===== src/rtl/mod_n_counter_ext.sv =====
// mod_n_counter_ext: modulo-N up/down counter with enable, synchronous
// clear, range-checked synchronous load and an optional saturating mode.
// Provides terminal count (tc), a registered wrap pulse and a registered
// load error pulse so instances can be cascaded into larger timebases.
module mod_n_counter_ext #(
    parameter int N        = 20,
    parameter int WIDTH    = 5,
    parameter bit SATURATE = 1'b0
) (
    input  logic             clk,
    input  logic             reset,
    input  logic             en,
    input  logic             up,
    input  logic             clr,
    input  logic             load,
    input  logic [WIDTH-1:0] load_val,
    output logic [WIDTH-1:0] out,
    output logic             tc,
    output logic             wrap,
    output logic             load_err
);

    generate
        if (N < 2 || N > (2 ** WIDTH)) begin : g_bad_modulus
            $error("mod_n_counter_ext: N must satisfy 2 <= N <= 2**WIDTH");
        end
    endgenerate

    // Range limits held one bit wider than the count so N = 2**WIDTH fits.
    localparam logic [WIDTH:0] LAST = (WIDTH + 1)'(N - 1);
    localparam logic [WIDTH:0] NMOD = (WIDTH + 1)'(N);

    logic at_last;
    logic at_zero;
    logic load_ok;

    // End-of-range detection and load range check at WIDTH+1 bits.
    always_comb begin
        at_last = ({1'b0, out} == LAST);
        at_zero = (out == '0);
        load_ok = ({1'b0, load_val} < NMOD);
    end

    // Terminal count depends only on the current count and direction.
    assign tc = up ? at_last : at_zero;

    // Count register with clr > load > en > hold priority; pulses default low.
    always_ff @(posedge clk or posedge reset) begin
        if (reset) begin
            out      <= '0;
            wrap     <= 1'b0;
            load_err <= 1'b0;
        end else begin
            wrap     <= 1'b0;
            load_err <= 1'b0;
            if (clr) begin
                out <= '0;
            end else if (load) begin
                if (load_ok) begin
                    out <= load_val;
                end else begin
                    load_err <= 1'b1;
                end
            end else if (en) begin
                if (up) begin
                    if (!at_last) begin
                        out <= out + WIDTH'(1);
                    end else if (!SATURATE) begin
                        out  <= '0;
                        wrap <= 1'b1;
                    end
                end else begin
                    if (!at_zero) begin
                        out <= out - WIDTH'(1);
                    end else if (!SATURATE) begin
                        out  <= LAST[WIDTH-1:0];
                        wrap <= 1'b1;
                    end
                end
            end
        end
    end

endmodule


===== config.mk =====
export PLATFORM = sky130hd
export DESIGN_NAME = mod_n_counter_ext
export DESIGN_NICKNAME = d
export VERILOG_FILES = /design/src/rtl/mod_n_counter_ext.sv
export SDC_FILE = /design/constraint.sdc
export NUM_CORES = 1
export LEC_CHECK = 0
export CAP_MARGIN = 20
export CORE_AREA = 2 2 39 41
export CTS_CLUSTER_SIZE = 12
export DETAILED_ROUTE_END_ITERATION = 16
export DIE_AREA = 0 0 41 43
export HOLD_SLACK_MARGIN = 0.15
export PLACE_DENSITY_LB_ADDON = 0.12
export SLEW_MARGIN = 20
export SYNTH_ARGS = -nofsm -noshare
export SYNTH_HDL_FRONTEND = slang
export SYNTH_SLANG_ARGS = --single-unit

===== constraint.sdc =====
create_clock -name clk -period 3.21 [get_ports clk]
set_input_delay 0.321 -clock clk [delete_from_list [all_inputs] [get_ports clk]]
set_output_delay 0.321 -clock clk [all_outputs]
set_load 0.03 [all_outputs]

==> results of run 1 <==
## placed cells by master (no fill, tap or decap), types with 4 or more instances in the layout
| cell | netlist | final |
|---|---|---|
| sky130_fd_sc_hd__nand2_1 | 6 | 6 |
| sky130_fd_sc_hd__a31oi_1 | 4 | 4 |
| sky130_fd_sc_hd__dfrtp_1 | 7 | 7 |
| sky130_fd_sc_hd__inv_1 | 9 | 9 |
| sky130_fd_sc_hd__clkdlybuf4s50_1 | 0 | 18 |
| sky130_fd_sc_hd__o21ai_0 | 4 | 4 |
| sky130_fd_sc_hd__nor2_1 | 5 | 5 |
| sky130_fd_sc_hd__a21oi_1 | 6 | 6 |
## kinds of logic after synthesis
group / after synthesis / synth area share
simple gates: 24 / 0.211
fa+ha+maj: 3 / 0.0610
flops: 7 / 0.285
compound gates: 27 / 0.303
mux: 1 / 0.0163
xor+xnor: 1 / 0.0142
buf+inv: 12 / 0.110
## final timing paths
kind / end / slack, ps / depth (start not counted)
max in group asynchronous: load_err / 2700 / 2
worst max register to register: out[1] / 1320 / 7
worst min-delay path: out[0] / 290 / 2
worst min register to register: out[1] / 630 / 2
worst max-delay path: tc / 560 / 5
min in group clk: out[1] / 630 / 2
## layer usage
metal  up-vias  global-route usage  part of all wire
met1       294               0.291              0.45
met5         -                   0                 0
li1        318                   -                 -
met2        23               0.313              0.49
met3         4              0.0314             0.046
met4         0              0.0800             0.015
## power by group through the flow
stage               clock network [mW]  registers [mW]  logic, mW
floorplan                            0           0.116     0.0676
global placement                     0           0.108      0.115
detailed placement                   0           0.108      0.115
CTS                             0.0839           0.106      0.116
global route                    0.0920           0.108      0.128
finish                          0.0837           0.107      0.115
## worst max-delay path, delay by kind of cell (launching register included)
kind                     cells  cell delay, ps
AO/OA/AOI/OAI                1             190
adder cells (fa/ha/maj)      1             170
buffers and inverters        2             810
flip-flops                   1             450
AND/OR/NAND/NOR              1             460
## area by class of cell
type	count	area, um^2
tap	16	20.0
multi-input combinational	56	373
timing repair buffer	18	180
clock buffer	4	26.3
fill	128	576
inverter	9	33.8
sequential	7	175
## sequential cells by signal, indices dropped and copies added (netlist names)
name / flops
load_err: 1
wrap: 1
out: 5
==> flow_results.xml, run 1 <==
<?xml version="1.0" encoding="UTF-8"?>
<metrics>
  <group name="global_routing">
    <metric name="overflow" unit="">0</metric>
    <metric name="grt_antenna_before_repair" unit="">0</metric>
    <metric name="globalRouteTotalUtil" unit="">0.209</metric>
    <metric name="grt_pass1_wl" unit="mm">2.57</metric>
    <metric name="via_count_of_the_first_global_routing_pass" unit="">583</metric>
    <metric name="pin_count_of_the_biggest_net_entering_global_routing" unit="">14</metric>
  </group>
  <group name="clock_tree">
    <metric name="cts_hold_repair.buffers" unit="">0</metric>
    <metric name="ctsRootBufferMaster" unit="">sky130_fd_sc_hd__clkbuf_4</metric>
    <metric name="tritoncts" unit="">done</metric>
    <metric name="path_clk_slew" unit="ps">60</metric>
    <metric name="number_of_clock_buffers_inserted_by_tritoncts" unit="">3</metric>
    <metric name="cts.sink_count" unit="">7</metric>
    <metric name="postCtsSetupBuffers" unit="">0</metric>
    <metric name="clk_latency" unit="ps">260</metric>
    <metric name="cts-root-to-sink-buffers" unit="">2</metric>
    <metric name="cts_resized" unit="">0</metric>
    <metric name="cts.htree.levels" unit="">1</metric>
  </group>
  <group name="placement">
    <metric name="place_inst" unit="">106</metric>
    <metric name="dpl_cell_area" unit="um^2">782</metric>
    <metric name="finalWeightedCongestion" unit="">0.820</metric>
    <metric name="dp.final_hpwl" unit="mm">1.08</metric>
    <metric name="dpl_worst_slack" unit="ps">578</metric>
    <metric name="count_of_buffers_from_port_buffering" unit="">18</metric>
  </group>
  <group name="sta">
    <metric name="drv_slew" unit="">0</metric>
    <metric name="fin_worst_hold_slack" unit="ps">293</metric>
    <metric name="postLayoutSetupSlackWorst" unit="ps">559</metric>
    <metric name="fin_crit_sh" unit="">0.826</metric>
    <metric name="rsz0062_at_grt" unit="">no</metric>
    <metric name="accumulated_negative_setup_slack" unit="ps">0</metric>
    <metric name="skew" unit="ps">5.38</metric>
    <metric name="worst_case_headroom_to_the_max_slew_limit" unit="">0.611</metric>
    <metric name="timing.final.hold_violations" unit="">0</metric>
    <metric name="fmax" unit="MHz">377</metric>
    <metric name="final-setup-viol-count" unit="">0</metric>
    <metric name="finalWorstPathRequiredPeriod" unit="ps">2650</metric>
    <metric name="worst_slew_pin_slew" unit="ps">584</metric>
  </group>
  <group name="detailed_routing">
    <metric name="vias_per_cell" unit="">5.81</metric>
    <metric name="detailedRoute.firstPassIterationCount" unit="">4</metric>
    <metric name="ant_nets" unit="">0</metric>
    <metric name="drc" unit="">0</metric>
    <metric name="wl_per_cell" unit="um">13.1</metric>
    <metric name="wl" unit="mm">1.44</metric>
    <metric name="dr_total_vias" unit="">639</metric>
    <metric name="drt_iter0_drc" unit="">14</metric>
  </group>
  <group name="critical_path">
    <metric name="worst-path-max-fanout" unit="">8</metric>
    <metric name="critPathSlowestCell" unit="">sky130_fd_sc_hd__clkdlybuf4s50_1</metric>
    <metric name="end_kind" unit="">output pin</metric>
    <metric name="timing.critical_path.from_type" unit="">flip-flop</metric>
    <metric name="critical_path_required" unit="ps">2890</metric>
    <metric name="critical_path.max_stage_delay" unit="ps">690</metric>
    <metric name="worst-endpoint-arrival" unit="ps">2330</metric>
    <metric name="startpoint" unit="">out[0]</metric>
    <metric name="critical_path_class" unit="">flip-flop to output pin</metric>
    <metric name="cp_cell_sequence" unit="">inv_1 -&gt; ha_1 -&gt; or3b_2 -&gt; a21boi_2 -&gt; clkdlybuf4s50_1</metric>
    <metric name="regToRegStartpoint" unit="">out[0]</metric>
  </group>
  <group name="synthesis">
    <metric name="syn_area_per_cell" unit="um^2">8.21</metric>
    <metric name="netlist_area" unit="um^2">616</metric>
    <metric name="synth_cell_types" unit="">29</metric>
    <metric name="synth_seq_cells" unit="">7</metric>
    <metric name="synthesis.nets" unit="">89</metric>
    <metric name="yosys-top-cells-area" unit="">sky130_fd_sc_hd__dfrtp_1 28%, sky130_fd_sc_hd__ha_1 6.1%, sky130_fd_sc_hd__inv_1 5.5%, sky130_fd_sc_hd__buf_6 5.5%, sky130_fd_sc_hd__a21oi_1 4.9%</metric>
    <metric name="ys_dominant_reg_cell" unit="">sky130_fd_sc_hd__dfrtp_1</metric>
    <metric name="synth_async_sr_flop_share" unit="">1.00</metric>
    <metric name="synthDominantAreaCellType" unit="">sky130_fd_sc_hd__dfrtp_1</metric>
    <metric name="synth-edff-count" unit="">0</metric>
    <metric name="ys_seq_area_frac" unit="">0.285</metric>
    <metric name="yosysWarningCount" unit="">0</metric>
    <metric name="netlist.area_leader.share" unit="">0.285</metric>
    <metric name="yosys.cell_count.top_type" unit="">sky130_fd_sc_hd__inv_1</metric>
    <metric name="gate_count_after_technology_mapping" unit="">75</metric>
    <metric name="ys_top_cells_by_count" unit="">9 x sky130_fd_sc_hd__inv_1, 7 x sky130_fd_sc_hd__dfrtp_1, 6 x sky130_fd_sc_hd__a21oi_1, 6 x sky130_fd_sc_hd__nand2_1, 5 x sky130_fd_sc_hd__nor2_1</metric>
  </group>
  <group name="die">
    <metric name="initial_core_util" unit="">0.445</metric>
    <metric name="dieHeight" unit="um">43</metric>
    <metric name="floorplan.die.width" unit="um">41</metric>
    <metric name="core_area" unit="um^2">1380</metric>
    <metric name="rows" unit="">14</metric>
    <metric name="floorplan.io_pins" unit="">19</metric>
    <metric name="die_area" unit="um^2">1760</metric>
  </group>
  <group name="run_status">
    <metric name="run_status" unit="">completed</metric>
  </group>
  <group name="final_layout">
    <metric name="drive_above_1_share" unit="">0.0957</metric>
    <metric name="area.growth.synth_to_final" unit="%">31.3</metric>
    <metric name="fin_util" unit="">0.584</metric>
    <metric name="diodes" unit="">0</metric>
    <metric name="final_net_count" unit="">109</metric>
    <metric name="post_layout_nonfiller_instances" unit="">110</metric>
    <metric name="finalInstanceArea" unit="um^2">808</metric>
  </group>
  <group name="pwr">
    <metric name="post-layout-total-power" unit="mW">0.306</metric>
    <metric name="share_seq_of_total_power" unit="">0.349</metric>
    <metric name="max-vdd-ir-drop" unit="mV">0.262</metric>
    <metric name="internal_power" unit="mW">0.196</metric>
    <metric name="leakage" unit="nW">0.324</metric>
    <metric name="cellPowerDensity" unit="nW/um^2">378</metric>
    <metric name="switching_power" unit="mW">0.109</metric>
    <metric name="power.clock.fraction" unit="">0.274</metric>
    <metric name="power.combinational.fraction" unit="">0.377</metric>
    <metric name="netSwitchingFraction" unit="">0.358</metric>
  </group>
  <group name="flow_run">
    <metric name="max_cap_viol_count" unit="">0</metric>
  </group>
  <group name="hold_path">
    <metric name="min-delay-path-class" unit="">primary input to async pin</metric>
  </group>
</metrics>
Power figures use the tool's default switching activity.
==> inputs of run 2 (changes only) <==
Settings changed: CORE_AREA 2 2 39 41 to 2 2 43 45, DIE_AREA 0 0 41 43 to 0 0 45 47.
Clock period 3.21 ns to 2.1 ns, I/O delays scaled along.
==> run 2 against run 1 <==
Core utilization is 5.8 points lower. Sequential power is 49% higher. Clock skew is 2.1 ps lower. Hold slack worse by 110 ps. Final cell count is 7.3% higher. Count of clock-buffer cells in the layout stayed put. Routed wire length is 10% higher. Die area is 20% higher. Setup slack worse by 490 ps. Sequential share of layout area is 1.4 points lower. Register-to-register slack worse by 1100 ps.
==> flow_results.xml, run 2 (synthesized netlist as in run 1, its figures left out) <==
<?xml version="1.0" encoding="UTF-8"?>
<metrics>
  <group name="run_status">
    <metric name="run_status" unit="">completed</metric>
  </group>
  <group name="placement">
    <metric name="dpl_worst_slack" unit="ps">152</metric>
    <metric name="count_of_buffers_from_port_buffering" unit="">18</metric>
    <metric name="finalWeightedCongestion" unit="">0.787</metric>
    <metric name="dp.final_hpwl" unit="mm">1.21</metric>
    <metric name="dpl_cell_area" unit="um^2">826</metric>
  </group>
  <group name="final_layout">
    <metric name="sequential_cell_area" unit="um^2">176</metric>
    <metric name="final_net_count" unit="">116</metric>
    <metric name="registers.top_by_ff_count" unit="">out</metric>
    <metric name="number_of_flip_flops_under_the_largest_register_name" unit="">5</metric>
    <metric name="layout_top_registers" unit="">out: 5 flops, load_err: 1 flops, wrap: 1 flops</metric>
    <metric name="filler_cell_count" unit="">168</metric>
    <metric name="layout_common_cells" unit="">17 x sky130_fd_sc_hd__clkdlybuf4s50_1, 9 x sky130_fd_sc_hd__inv_1, 8 x sky130_fd_sc_hd__buf_4</metric>
    <metric name="mostFrequentLayoutCell" unit="">sky130_fd_sc_hd__clkdlybuf4s50_1</metric>
    <metric name="diodes" unit="">0</metric>
    <metric name="finalInstanceArea" unit="um^2">868</metric>
    <metric name="drive_above_1_share" unit="">0.178</metric>
    <metric name="multi_input_logic_area" unit="um^2">380</metric>
    <metric name="area.growth.synth_to_final" unit="%">41.1</metric>
  </group>
  <group name="clock_tree">
    <metric name="path_clk_slew" unit="ps">50</metric>
    <metric name="number_of_clock_buffers_inserted_by_tritoncts" unit="">3</metric>
    <metric name="ctsRootBufferMaster" unit="">sky130_fd_sc_hd__clkbuf_4</metric>
    <metric name="tritoncts" unit="">done</metric>
    <metric name="clk_latency" unit="ps">260</metric>
    <metric name="cts-root-to-sink-buffers" unit="">2</metric>
    <metric name="cts.sink_count" unit="">7</metric>
    <metric name="cts_hold_repair.buffers" unit="">0</metric>
    <metric name="cts.htree.levels" unit="">1</metric>
  </group>
  <group name="critical_path">
    <metric name="critical-path-top-delay-family" unit="">simple AND/OR/NAND/NOR gates</metric>
    <metric name="worst-endpoint-arrival" unit="ps">1820</metric>
    <metric name="timing.critical_path.from_type" unit="">flip-flop</metric>
    <metric name="critPathSlowestCell" unit="">sky130_fd_sc_hd__or3b_2</metric>
    <metric name="cp.buffers_inverters" unit="">2</metric>
    <metric name="worst-path-max-fanout" unit="">6</metric>
    <metric name="cp_cell_sequence" unit="">inv_1 -&gt; ha_1 -&gt; or3b_2 -&gt; a21boi_4 -&gt; buf_4</metric>
    <metric name="end_kind" unit="">output pin</metric>
    <metric name="critical_path_class" unit="">flip-flop to output pin</metric>
    <metric name="critical_path_required" unit="ps">1890</metric>
    <metric name="critical_path.max_stage_delay" unit="ps">490</metric>
  </group>
  <group name="detailed_routing">
    <metric name="wl" unit="mm">1.59</metric>
    <metric name="drc" unit="">0</metric>
    <metric name="drt_iter0_drc" unit="">9</metric>
    <metric name="wl_per_cell" unit="um">13.5</metric>
    <metric name="ant_nets" unit="">0</metric>
    <metric name="dr_total_vias" unit="">666</metric>
    <metric name="detailedRoute.firstPassIterationCount" unit="">4</metric>
    <metric name="vias_per_cell" unit="">5.64</metric>
  </group>
  <group name="sta">
    <metric name="fin_crit_sh" unit="">0.967</metric>
    <metric name="postLayoutSetupSlackWorst" unit="ps">68.4</metric>
    <metric name="finalWorstPathRequiredPeriod" unit="ps">2030</metric>
    <metric name="final-setup-viol-count" unit="">0</metric>
    <metric name="fmax" unit="MHz">492</metric>
    <metric name="timing.final.hold_violations" unit="">0</metric>
    <metric name="drv_slew" unit="">0</metric>
    <metric name="accumulated_negative_setup_slack" unit="ps">0</metric>
    <metric name="worst_case_headroom_to_the_max_slew_limit" unit="">0.784</metric>
    <metric name="worst_slew_pin_slew" unit="ps">316</metric>
    <metric name="skew" unit="ps">3.30</metric>
  </group>
  <group name="global_routing">
    <metric name="met2_usage" unit="">0.266</metric>
    <metric name="busiest_layer" unit="">met2</metric>
    <metric name="grt_antenna_before_repair" unit="">0</metric>
    <metric name="globalRouteTotalUtil" unit="">0.164</metric>
    <metric name="met1_usage" unit="">0.213</metric>
    <metric name="pin_count_of_the_biggest_net_entering_global_routing" unit="">11</metric>
    <metric name="overflow" unit="">0</metric>
    <metric name="grt_pass1_wl" unit="mm">2.42</metric>
    <metric name="gr_layer_usage_met3" unit="">0.0462</metric>
    <metric name="via_count_of_the_first_global_routing_pass" unit="">553</metric>
  </group>
  <group name="die">
    <metric name="dieHeight" unit="um">47</metric>
    <metric name="core_area" unit="um^2">1650</metric>
    <metric name="rows" unit="">15</metric>
    <metric name="floorplan.io_pins" unit="">19</metric>
    <metric name="initial_core_util" unit="">0.373</metric>
    <metric name="die_area" unit="um^2">2120</metric>
    <metric name="floorplan.die.width" unit="um">45</metric>
  </group>
  <group name="pwr">
    <metric name="cellPowerDensity" unit="nW/um^2">561</metric>
    <metric name="max-vdd-ir-drop" unit="mV">0.315</metric>
    <metric name="leakage" unit="nW">0.366</metric>
  </group>
  <group name="hold_path">
    <metric name="min-delay-path-class" unit="">primary input to async pin</metric>
  </group>
  <group name="flow_run">
    <metric name="max_cap_viol_count" unit="">0</metric>
  </group>
</metrics>
==> run 2: changes by cell type in the layout (fill, tap and decap cells not counted), sizes merged <==
cell           change
buf                +8
clkdlybuf4s50      -1
==> run 2: path summary, 6_finish.rpt <==
| check | start | end | slack, ps | depth (start not counted) |
|---|---|---|---|---|
| worst max-delay path | out[0] | tc | 70 | 5 |
| worst min-delay path | reset | wrap | 190 | 2 |
| worst max register to register | out[0] | out[1] | 250 | 7 |
| worst min register to register | out[0] | out[0] | 600 | 2 |
| max in group asynchronous | reset | out[0] | 1680 | 2 |
| min in group clk | out[0] | out[0] | 600 | 2 |
==> run 2: routing by layer <==
layer | part of all wire | vias to the layer above
li1 | - | 330
met1 | 0.46 | 311
met2 | 0.47 | 23
met3 | 0.060 | 2
met4 | 0.0050 | 0
met5 | 0 | -
==> run 2: final cells by class <==
type | count | area share
Tap cell | 17 | 0.0245
Timing Repair Buffer | 25 | 0.265
Inverter | 9 | 0.0389
Multi-Input combinational cell | 56 | 0.438
Sequential cell | 7 | 0.203
Clock buffer | 4 | 0.0303
==> run 2: timing repair <==
| action | CTS | global route |
|---|---|---|
| endpoints found under the hold margin | 0 | 0 |
| buffers inserted | 0 | 2 |
| resized for setup | 0 | 1 |
| endpoints found under the setup margin | 0 | 1 |
==> run 2: where the power goes <==
part / total [mW] / internal, mW / switching [mW]
clock network: 0.126 / 0.0727 / 0.0529
logic: 0.203 / 0.0979 / 0.105
registers: 0.159 / 0.145 / 0.0140
total: 0.487 / 0.315 / 0.172
==> run 2: per-stage QoR <==
step	utilization	instances	power (mW)	hold slack, ps
2_1_floorplan	-	75	0.285	13.4
3_3_place_gp	0.500	112	0.360	464
3_5_place_dp	0.500	112	0.359	465
4_1_cts	0.516	116	0.487	198
5_1_grt	0.526	118	0.517	218
6_report	0.526	118	0.487	186
